### src/rtl/phase_frame_ctrl_pkg.sv
// Shared constants and FSM encoding for the double-buffered phase frame controller.
package phase_frame_ctrl_pkg;
  localparam int PFC_NUM_CHANNELS = 128;
  localparam int PFC_CLK_CNT_W    = 8;
  localparam int PFC_CLK_CNT_MAX  = 99;
  localparam int PFC_CH_W         = $clog2(PFC_NUM_CHANNELS);

  typedef enum logic {
    ST_IDLE    = 1'b0,
    ST_PENDING = 1'b1
  } pfc_state_e;
endpackage

### src/rtl/phase_frame_ctrl_bank.sv
// One shadow/active array pair: writes land in shadow, a copy strobe publishes
// the whole shadow frame into active, which alone drives the outputs.
module phase_bank
  import phase_frame_ctrl_pkg::*;
#(
  parameter int NUM_CHANNELS = PFC_NUM_CHANNELS,
  parameter int CLK_CNT_W    = PFC_CLK_CNT_W,
  parameter int CH_W         = $clog2(NUM_CHANNELS)
) (
  input  logic                              clk,
  input  logic                              rst,
  input  logic                              i_wr_en,
  input  logic [CH_W-1:0]                   i_wr_channel,
  input  logic [CLK_CNT_W-1:0]              i_wr_phase,
  input  logic                              i_copy,
  output logic [NUM_CHANNELS*CLK_CNT_W-1:0] o_phases,
  output logic [NUM_CHANNELS-1:0]           o_en
);

  logic [CLK_CNT_W-1:0]    r_shadow_phase [NUM_CHANNELS];
  logic [CLK_CNT_W-1:0]    r_active_phase [NUM_CHANNELS];
  logic [NUM_CHANNELS-1:0] r_shadow_en;
  logic [NUM_CHANNELS-1:0] r_active_en;

  // Shadow is never cleared by a copy, so later partial writes build on the last frame.
  always_ff @(posedge clk) begin
    if (rst) begin
      for (int i = 0; i < NUM_CHANNELS; i++) begin
        r_shadow_phase[i] <= '0;
        r_active_phase[i] <= '0;
      end
      r_shadow_en <= '0;
      r_active_en <= '0;
    end else begin
      if (i_wr_en) begin
        r_shadow_phase[i_wr_channel] <= i_wr_phase;
        r_shadow_en[i_wr_channel]    <= 1'b1;
      end
      if (i_copy) begin
        r_active_phase <= r_shadow_phase;
        r_active_en    <= r_shadow_en;
      end
    end
  end

  for (genvar g = 0; g < NUM_CHANNELS; g++) begin : g_out
    assign o_phases[g*CLK_CNT_W +: CLK_CNT_W] = r_active_phase[g];
  end
  assign o_en = r_active_en;

endmodule

### src/rtl/phase_frame_ctrl.sv
// Phase frame controller: collects per-channel phase writes in a shadow frame and
// publishes them atomically at the PWM period boundary so outputs never glitch mid-period.
module phase_frame_ctrl
  import phase_frame_ctrl_pkg::*;
#(
  parameter int NUM_CHANNELS = PFC_NUM_CHANNELS,
  parameter int CLK_CNT_W    = PFC_CLK_CNT_W,
  parameter int CLK_CNT_MAX  = PFC_CLK_CNT_MAX
) (
  input  logic                              clk,
  input  logic                              rst,
  input  logic                              wr_valid,
  output logic                              wr_ready,
  input  logic [$clog2(NUM_CHANNELS)-1:0]   wr_channel,
  input  logic [CLK_CNT_W-1:0]              wr_phase,
  input  logic                              commit_req,
  input  logic [CLK_CNT_W-1:0]              cnt,
  output logic [NUM_CHANNELS*CLK_CNT_W-1:0] phases,
  output logic [NUM_CHANNELS-1:0]           pwm_en,
  output logic                              commit_busy,
  output logic                              frame_done,
  output logic                              range_err,
  input  logic                              clear_err
);

  localparam int                   CH_W       = $clog2(NUM_CHANNELS);
  localparam logic [CLK_CNT_W-1:0] LP_CNT_MAX = CLK_CNT_W'(CLK_CNT_MAX);

  pfc_state_e r_state;
  logic       r_wr_ready;
  logic       r_commit_busy;
  logic       r_frame_done;
  logic       r_range_err;

  logic w_wr_acc;
  logic w_in_range;
  logic w_wr_shadow;
  logic w_range_set;
  logic w_swap;

  // A power-of-two channel count leaves no unrepresentable index to reject.
  if (NUM_CHANNELS == (2 ** CH_W)) begin : g_full_range
    assign w_in_range = 1'b1;
  end else begin : g_part_range
    localparam logic [CH_W:0] LP_NUM_CH = (CH_W+1)'(NUM_CHANNELS);
    assign w_in_range = ({1'b0, wr_channel} < LP_NUM_CH);
  end

  assign w_wr_acc    = wr_valid & r_wr_ready;
  assign w_wr_shadow = w_wr_acc & w_in_range;
  assign w_range_set = w_wr_acc & ~w_in_range;
  assign w_swap      = (r_state == ST_PENDING) && (cnt == LP_CNT_MAX);

  always_ff @(posedge clk) begin
    if (rst) begin
      r_state       <= ST_IDLE;
      r_wr_ready    <= 1'b1;
      r_commit_busy <= 1'b0;
      r_frame_done  <= 1'b0;
      r_range_err   <= 1'b0;
    end else begin
      r_frame_done <= 1'b0;
      if (w_range_set) begin
        r_range_err <= 1'b1;
      end else if (clear_err) begin
        r_range_err <= 1'b0;
      end
      case (r_state)
        ST_IDLE: begin
          if (commit_req) begin
            r_state       <= ST_PENDING;
            r_wr_ready    <= 1'b0;
            r_commit_busy <= 1'b1;
          end
        end
        ST_PENDING: begin
          if (w_swap) begin
            r_state       <= ST_IDLE;
            r_wr_ready    <= 1'b1;
            r_commit_busy <= 1'b0;
            r_frame_done  <= 1'b1;
          end
        end
        default: r_state <= ST_IDLE;
      endcase
    end
  end

  phase_bank #(
    .NUM_CHANNELS (NUM_CHANNELS),
    .CLK_CNT_W    (CLK_CNT_W),
    .CH_W         (CH_W)
  ) u_bank (
    .clk          (clk),
    .rst          (rst),
    .i_wr_en      (w_wr_shadow),
    .i_wr_channel (wr_channel),
    .i_wr_phase   (wr_phase),
    .i_copy       (w_swap),
    .o_phases     (phases),
    .o_en         (pwm_en)
  );

  assign wr_ready    = r_wr_ready;
  assign commit_busy = r_commit_busy;
  assign frame_done  = r_frame_done;
  assign range_err   = r_range_err;

endmodule

### config.mk
export PLATFORM = sky130hd
export DESIGN_NAME = phase_frame_ctrl
export DESIGN_NICKNAME = d
export VERILOG_FILES = /design/src/rtl/phase_frame_ctrl_pkg.sv /design/src/rtl/phase_frame_ctrl_bank.sv /design/src/rtl/phase_frame_ctrl.sv
export SDC_FILE = /design/constraint.sdc
export NUM_CORES = 2
export LEC_CHECK = 0
export BUFFER_PORTS_ARGS = -buffer_cell sky130_fd_sc_hd__buf_4
export CAP_MARGIN = 20
export CELL_PAD_IN_SITES_DETAIL_PLACEMENT = 1
export CELL_PAD_IN_SITES_GLOBAL_PLACEMENT = 1
export CORE_MARGIN = 3
export CORE_UTILIZATION = 41
export DETAILED_ROUTE_END_ITERATION = 8
export PLACE_DENSITY_LB_ADDON = 0.3
export SLEW_MARGIN = 10
export SYNTH_ARGS = -nofsm -noshare
export SYNTH_HDL_FRONTEND = slang
export SYNTH_HIERARCHICAL = 1
export SYNTH_SLANG_ARGS = --single-unit
### constraint.sdc
create_clock -name clk -period 1.9 [get_ports clk]
set_input_delay 0.19 -clock clk [delete_from_list [all_inputs] [get_ports clk]]
set_output_delay 0.19 -clock clk [all_outputs]
set_load 0.05 [all_outputs]
# Word-level counts from Yosys, hierarchy flattened
# Index checks and enable logic that the tools add are counted.
[totals]
ff_bits = 2308
latchBits = 0
ramBits = 0
mem_bits_ro = 0
input_bits = 28
out_inout_bits = 1156
elab_cells = 293
n_memories = 0
[classes]
addsub = 0
n_mul = 0
div = 0
order_cmp = 4
n_eq_ne = 3
n_shift = 0
muxes = 15
bitwise_logic = 4
reduce_logical = 5
[ops]
columns = ["op", "n"]
rows = [
  ["$bwmux 1024", 1],
  ["$or 128x128->128", 1],
  ["$demux 8 s7", 1],
  ["$eq 8x7->1 const B", 1],
  ["$ge 8x8->1 const B", 1],
  ["$lt 7x8->1 const B", 1],
  ["$lt 8x1->1 const B", 1],
  ["$mux 1", 8],
  ["$mux 8", 1],
  ["$not 7->8", 1],
  ["$demux 1 s7", 1],
  ["$ge 7x1->1 const B", 1],
  ["$pmux 1 s2", 3],
  ["$logic_and 1x1->1", 3],
  ["$ne 2x1->1 const B", 1],
  ["$ne 2x2->1 const B", 1],
  ["$reduce_and 2->1", 1],
  ["$reduce_or 2->1", 1],
  ["$and 1x1->1", 1],
  ["$not 1->1", 1],
]

# Longest topological paths before layout
[logic_depth]
ltp_word = 6
depth_mapped = 9
ltp_nobuf = 4

# Hierarchy
# Netlist, hierarchy kept.
[modules_own_cells]
columns = ["module", "instances", "cells_per_inst", "area_per_inst_um2", "seq_area_each_um2"]
rows = [
  ["phase_bank", 1, 7648, 83438.8, 46124.2],
  ["phase_frame_ctrl", 1, 18, 180.2, 80.1],
]

# Least setup slack after synthesis
# OpenSTA, ideal clock, no wires.
[synth_path]
path_type = "register -> register"
from = "register r_wr_ready (netlist: wr_ready)"
to = "register u_bank/r_shadow_phase[744] (netlist name)"
setup_time_ns = 0.132
arrival_time_ns = 1.958
t_required_ns = 1.768
path_slack_ns = -0.191
stages_incl_launch_ff = 7
path_buffers = 2
period_less_slack_ns = 2.091
path_cell_list = "dfxtp_1 -> and2_1 -> nor4bb_1 -> buf_2 -> buf_2 -> nand2_2 -> mux2i_1"
[synth_between]
elab_chain_len = 1
[synth_rtl]
columns = ["item", "line", "rtl"]
rows = [
  ["from (decl)", "phase_frame_ctrl.sv:30", "logic r_wr_ready;"],
  ["from (signal assigned)", "phase_frame_ctrl.sv:57", "r_wr_ready <= 1'b1;"],
  ["from (signal assigned)", "phase_frame_ctrl.sv:72", "r_wr_ready <= 1'b0;"],
  ["from (signal assigned)", "phase_frame_ctrl.sv:79", "r_wr_ready <= 1'b1;"],
  ["$and 1x1->1", "phase_frame_ctrl.sv:49", "assign w_wr_acc = wr_valid & r_wr_ready;"],
  ["named net w_wr_acc", "phase_frame_ctrl.sv:35", "logic w_wr_acc;"],
  ["to (signal, indexed assignment)", "phase_frame_ctrl_bank.sv:36", "r_shadow_phase[i_wr_channel] <= i_wr_phase;"],
  ["to (decl)", "phase_frame_ctrl_bank.sv:20", "logic [CLK_CNT_W-1:0] r_shadow_phase [NUM_CHANNELS];"],
]
# The timed path passes the listed nets, and every way through them passes these cells.
# A chain may end at the register's enable or synchronous reset.

# Final worst setup path
[layout_path]
from = "register r_state"
to = "register u_bank.r_active_phase (netlist bit u_bank/o_phases[448])"
[layout_between]
elab_chain_len = 1
[layout_rtl]
columns = ["item", "line", "rtl"]
rows = [
  ["from (decl)", "phase_frame_ctrl.sv:29", "pfc_state_e r_state;"],
  ["from (signal assigned)", "phase_frame_ctrl.sv:56", "r_state <= ST_IDLE;"],
  ["from (signal assigned)", "phase_frame_ctrl.sv:71", "r_state <= ST_PENDING;"],
  ["from (signal assigned)", "phase_frame_ctrl.sv:78", "r_state <= ST_IDLE;"],
  ["$logic_and 1x1->1", "phase_frame_ctrl.sv:52", "assign w_swap = (r_state == ST_PENDING) && (cnt == LP_CNT_MAX);"],
  ["to (signal assigned)", "phase_frame_ctrl_bank.sv:40", "r_active_phase <= r_shadow_phase;"],
  ["to (decl)", "phase_frame_ctrl_bank.sv:21", "logic [CLK_CNT_W-1:0] r_active_phase [NUM_CHANNELS];"],
]
# Every way passes these cells.

==> summary.txt <==
Run status
  • Status: finished, violations left
  • Failing checks: negative setup slack

Flow run
  • Max-cap violations: 0

Synth
  • Commonest cells post-synth: 2308 x dfxtp_1, 2176 x mux2i_1, 1266 x nor2_1, 1032 x nand2b_1, 371 x clkbuf_1
  • Synth area leader: dfxtp_1
  • Yosys top cell area share: ~55%
  • Most frequent cell after synthesis: dfxtp_1
  • Mean Syn Cell Area: ~11 um^2
  • Synth async-reset ratio: 0%
  • Number of synthesis warnings: 6
  • Synthesis-stage register bit count: between 2000 and 2500
  • Register area share after synthesis: 55.3%
  • EDFF count, synth: 0
  • Gate count of the mapped netlist: 7666
  • Unique masters post-synth: 36
  • Ys flop type: dfxtp_1
  • Mapped Area: roughly 84000 um^2
  • Top cells by area, synth: dfxtp_1 55%, mux2i_1 26%, nand2b_1 7.7%
  • Post-synthesis net count: approximately 7700

Floorplan
  • I/O Pins: between 1000 and 1500
  • Die Span Y: between 400 and 500 um
  • Die X: approximately 460 um
  • Initial Utilization: 41.3%
  • Die ar.: between 200000 and 250000 um^2
  • Row count: between 150 and 200
  • CORE AREA: 203000 um^2

Layout
  • Final Instance Count excl. Fillers: 11900
  • Layout cells sized above 1: about 24%
  • Post-route cell area: roughly 110000 um^2
  • Final nets: slightly above 9000
  • Area Overhead vs Synth: 31.5%

Clock tree
  • Clk_lat worst skew: ~900 ps
  • CTS Root Cell: clkbuf_16
  • CTS clk-pin slew, worst paths: around 60 ps
  • Clk buf depth: 3
  • H-tree level count: 4
  • TritonCTS buffer count: about 230
  • Num Clock Sinks: 2308
  • CTS tree: built

GRT
  • Vias in the first global route: roughly 65000
  • First-pass GRT wire length: between 400000 and 500000 um
  • Tot GR Track Use: ~28%
  • Largest net degree at the start of global routing: about 140
  • GR Overflow Total: 0
  • Initial antenna violation count: 7

STA
  • Final hold vios: 0
  • Final WS setup: -139 ps
  • Unrepaired setup endpoints after global routing: yes
  • Finish-stage setup viols: 702
  • Final Cycle Share: 107%
  • Fmax: 0.490 GHz
  • Setup Skew: 61.1 ps
  • Worst-Margin Slew: 640 ps
  • Period minus WS final: between 2000 and 2500 ps
  • Worst slew margin: between 50% and 60%
  • Max-slew violations: 0

Power
  • Comb pwr share: around 3%
  • Peak supply drop: 892 uV
  • P_int: between 0.07 and 0.08 W
  • Psw: between 0.02 and 0.025 W
  • Switching part of the total: about 22%
  • P_leak: a little under 50 nW
  • Share of power burned in registers: approximately half
  • Power per cell area: 900 nW/um^2
  • Clk pwr share: a little under half

Routing
  • DR vias/cell: between 5 and 6
  • Routed Antenna Nets: 0
  • Vias: about 60000
  • DRT iter0 DRCs: between 3000 and 4000
  • Remaining DRCs: 0
  • Final wirelength: roughly 310000 um
  • Initial DRT Pass Iterations: 5
  • Routed len/inst: around 26 um

Placement
  • Placed instance count: roughly 11000
  • DP Area: around 100000 um^2
  • Placer Congestion: between 0.8 and 0.9
  • HPWL Detailed: 208000 um
  • PortBufs: between 1000 and 1500

Hold path
  • Worst min-delay path class: in2reg
  • Hold path cells: 5

Worst setup path
  • Crit end category: flop
  • WP data arrival: 2790 ps
  • Critical path peak fanout: 9
  • Crit Path Category: reg2reg
  • Startpoint Class: flop
  • R2R depth: 9
  • Worst path required time: between 2000 and 3000 ps
## kinds of logic (layout without fill, tap and decap cells)
family | count (synthesis) | in the layout | share of synthesized area, %
AOI/OAI and AO/OA | 130 | 130 | 0.786
buffers and inverters | 589 | 2177 | 3.07
DFF | 2308 | 2308 | 55.3
muxes | 2176 | 2176 | 26.0
other | 1 | 11 | 0.00448
and+or+nand+nor | 2462 | 2462 | 14.8
## repair_timing
action                                  in CTS  in global routing
pin swaps                                    2                 12
buffers inserted                            23                 32
hold endpoints to repair                   857                  0
cloned                                      15                 43
resized for setup                           65                146
hold buffers                                16                  0
endpoints found under the setup margin    1139                976
## power by group through the flow
| stage | Sequential, W | Clock [W] | Combinational (W) |
|---|---|---|---|
| 2_1_floorplan | 0.0495 | 0 | 0.00147 |
| 3_3_place_gp | 0.0495 | 0 | 0.00288 |
| 3_5_place_dp | 0.0495 | 0 | 0.00290 |
| 4_1_cts | 0.0485 | 0.0482 | 0.00296 |
| 5_1_grt | 0.0484 | 0.0505 | 0.00310 |
| 6_report | 0.0485 | 0.0475 | 0.00298 |
## through the flow
step	setup TNS (ps)	hold slack (ps)	worst slack [ps]	utilization (%)	total power, W
after global placement	-130230	429	-200	48.8	0.0524
after CTS	-19490	2.40	-112	53.3	0.0996
final	-33630	96.1	-139	54.3	0.0989
after floorplan	-1960	263	-39.8	-	0.0510
after global routing	-99840	74.3	-205	54.3	0.102
after detailed placement	-151970	442	-250	48.8	0.0524
## cell type report
| class | instances | area (um^2) |
|---|---|---|
| fill | 21100 | 92600 |
| sequential | 2308 | 46200 |
| multi-input combinational | 4769 | 35400 |
| timing repair buffer | 1727 | 17000 |
| clock buffer | 358 | 6950 |
| tap | 2672 | 3340 |
| clock inverter | 75 | 1030 |
| inverter | 17 | 63.8 |
| antenna | 10 | 25.0 |
## critical path, stage by stage (launching register included)
cell,delay (ps)
dfxtp_2,330
nor3b_4,170
and4_4,280
buf_12,140
buf_16,110
buf_12,160
buf_16,180
clkbuf_16,180
mux2i_1,240
nor2_1,60
## state kept, by name (all words and copies together) (netlist names)
name / flops
commit_busy: 1
frame_done: 1
r_state: 1
u_bank/o_en: 128
u_bank/o_phases: 1024
u_bank/r_shadow_en: 128
u_bank/r_shadow_phase: 1024
wr_ready: 1
## per-layer routing
metal | global-route usage (%) | wire, um | up-vias
met5 | 0 | 27 | -
met4 | 16.8 | 21400 | 4
met3 | 5.83 | 15700 | 611
met2 | 46.7 | 148000 | 1471
met1 | 32.1 | 122000 | 30800
li1 | - | - | 28200
## cells in the final DEF (no fill, tap or decap), types with 46 or more instances in the layout
master / Yosys / layout
nand2b_1: 1032 / 1024
clkbuf_1: 371 / 61
clkbuf_8: 0 / 63
nand2_2: 60 / 54
mux2i_2: 0 / 46
clkbuf_16: 0 / 275
a21oi_1: 128 / 128
nor2_1: 1266 / 1266
buf_4: 24 / 1412
buf_12: 2 / 176
dfxtp_1: 2308 / 2306
mux2i_1: 2176 / 2115
## path summary, 6_finish.rpt
| check | slack (ps) | endpoint | startpoint |
|---|---|---|---|
| worst min register to register | 450 | u_bank/o_en[91] | u_bank/r_shadow_en[91] |
| worst max register to register | -140 | u_bank/o_phases[448] | r_state |
| worst min-delay path | 100 | u_bank/r_shadow_en[71] | wr_channel[4] |
| worst max-delay path | -140 | u_bank/o_phases[448] | r_state |
(Power assumes the default switching activity.)
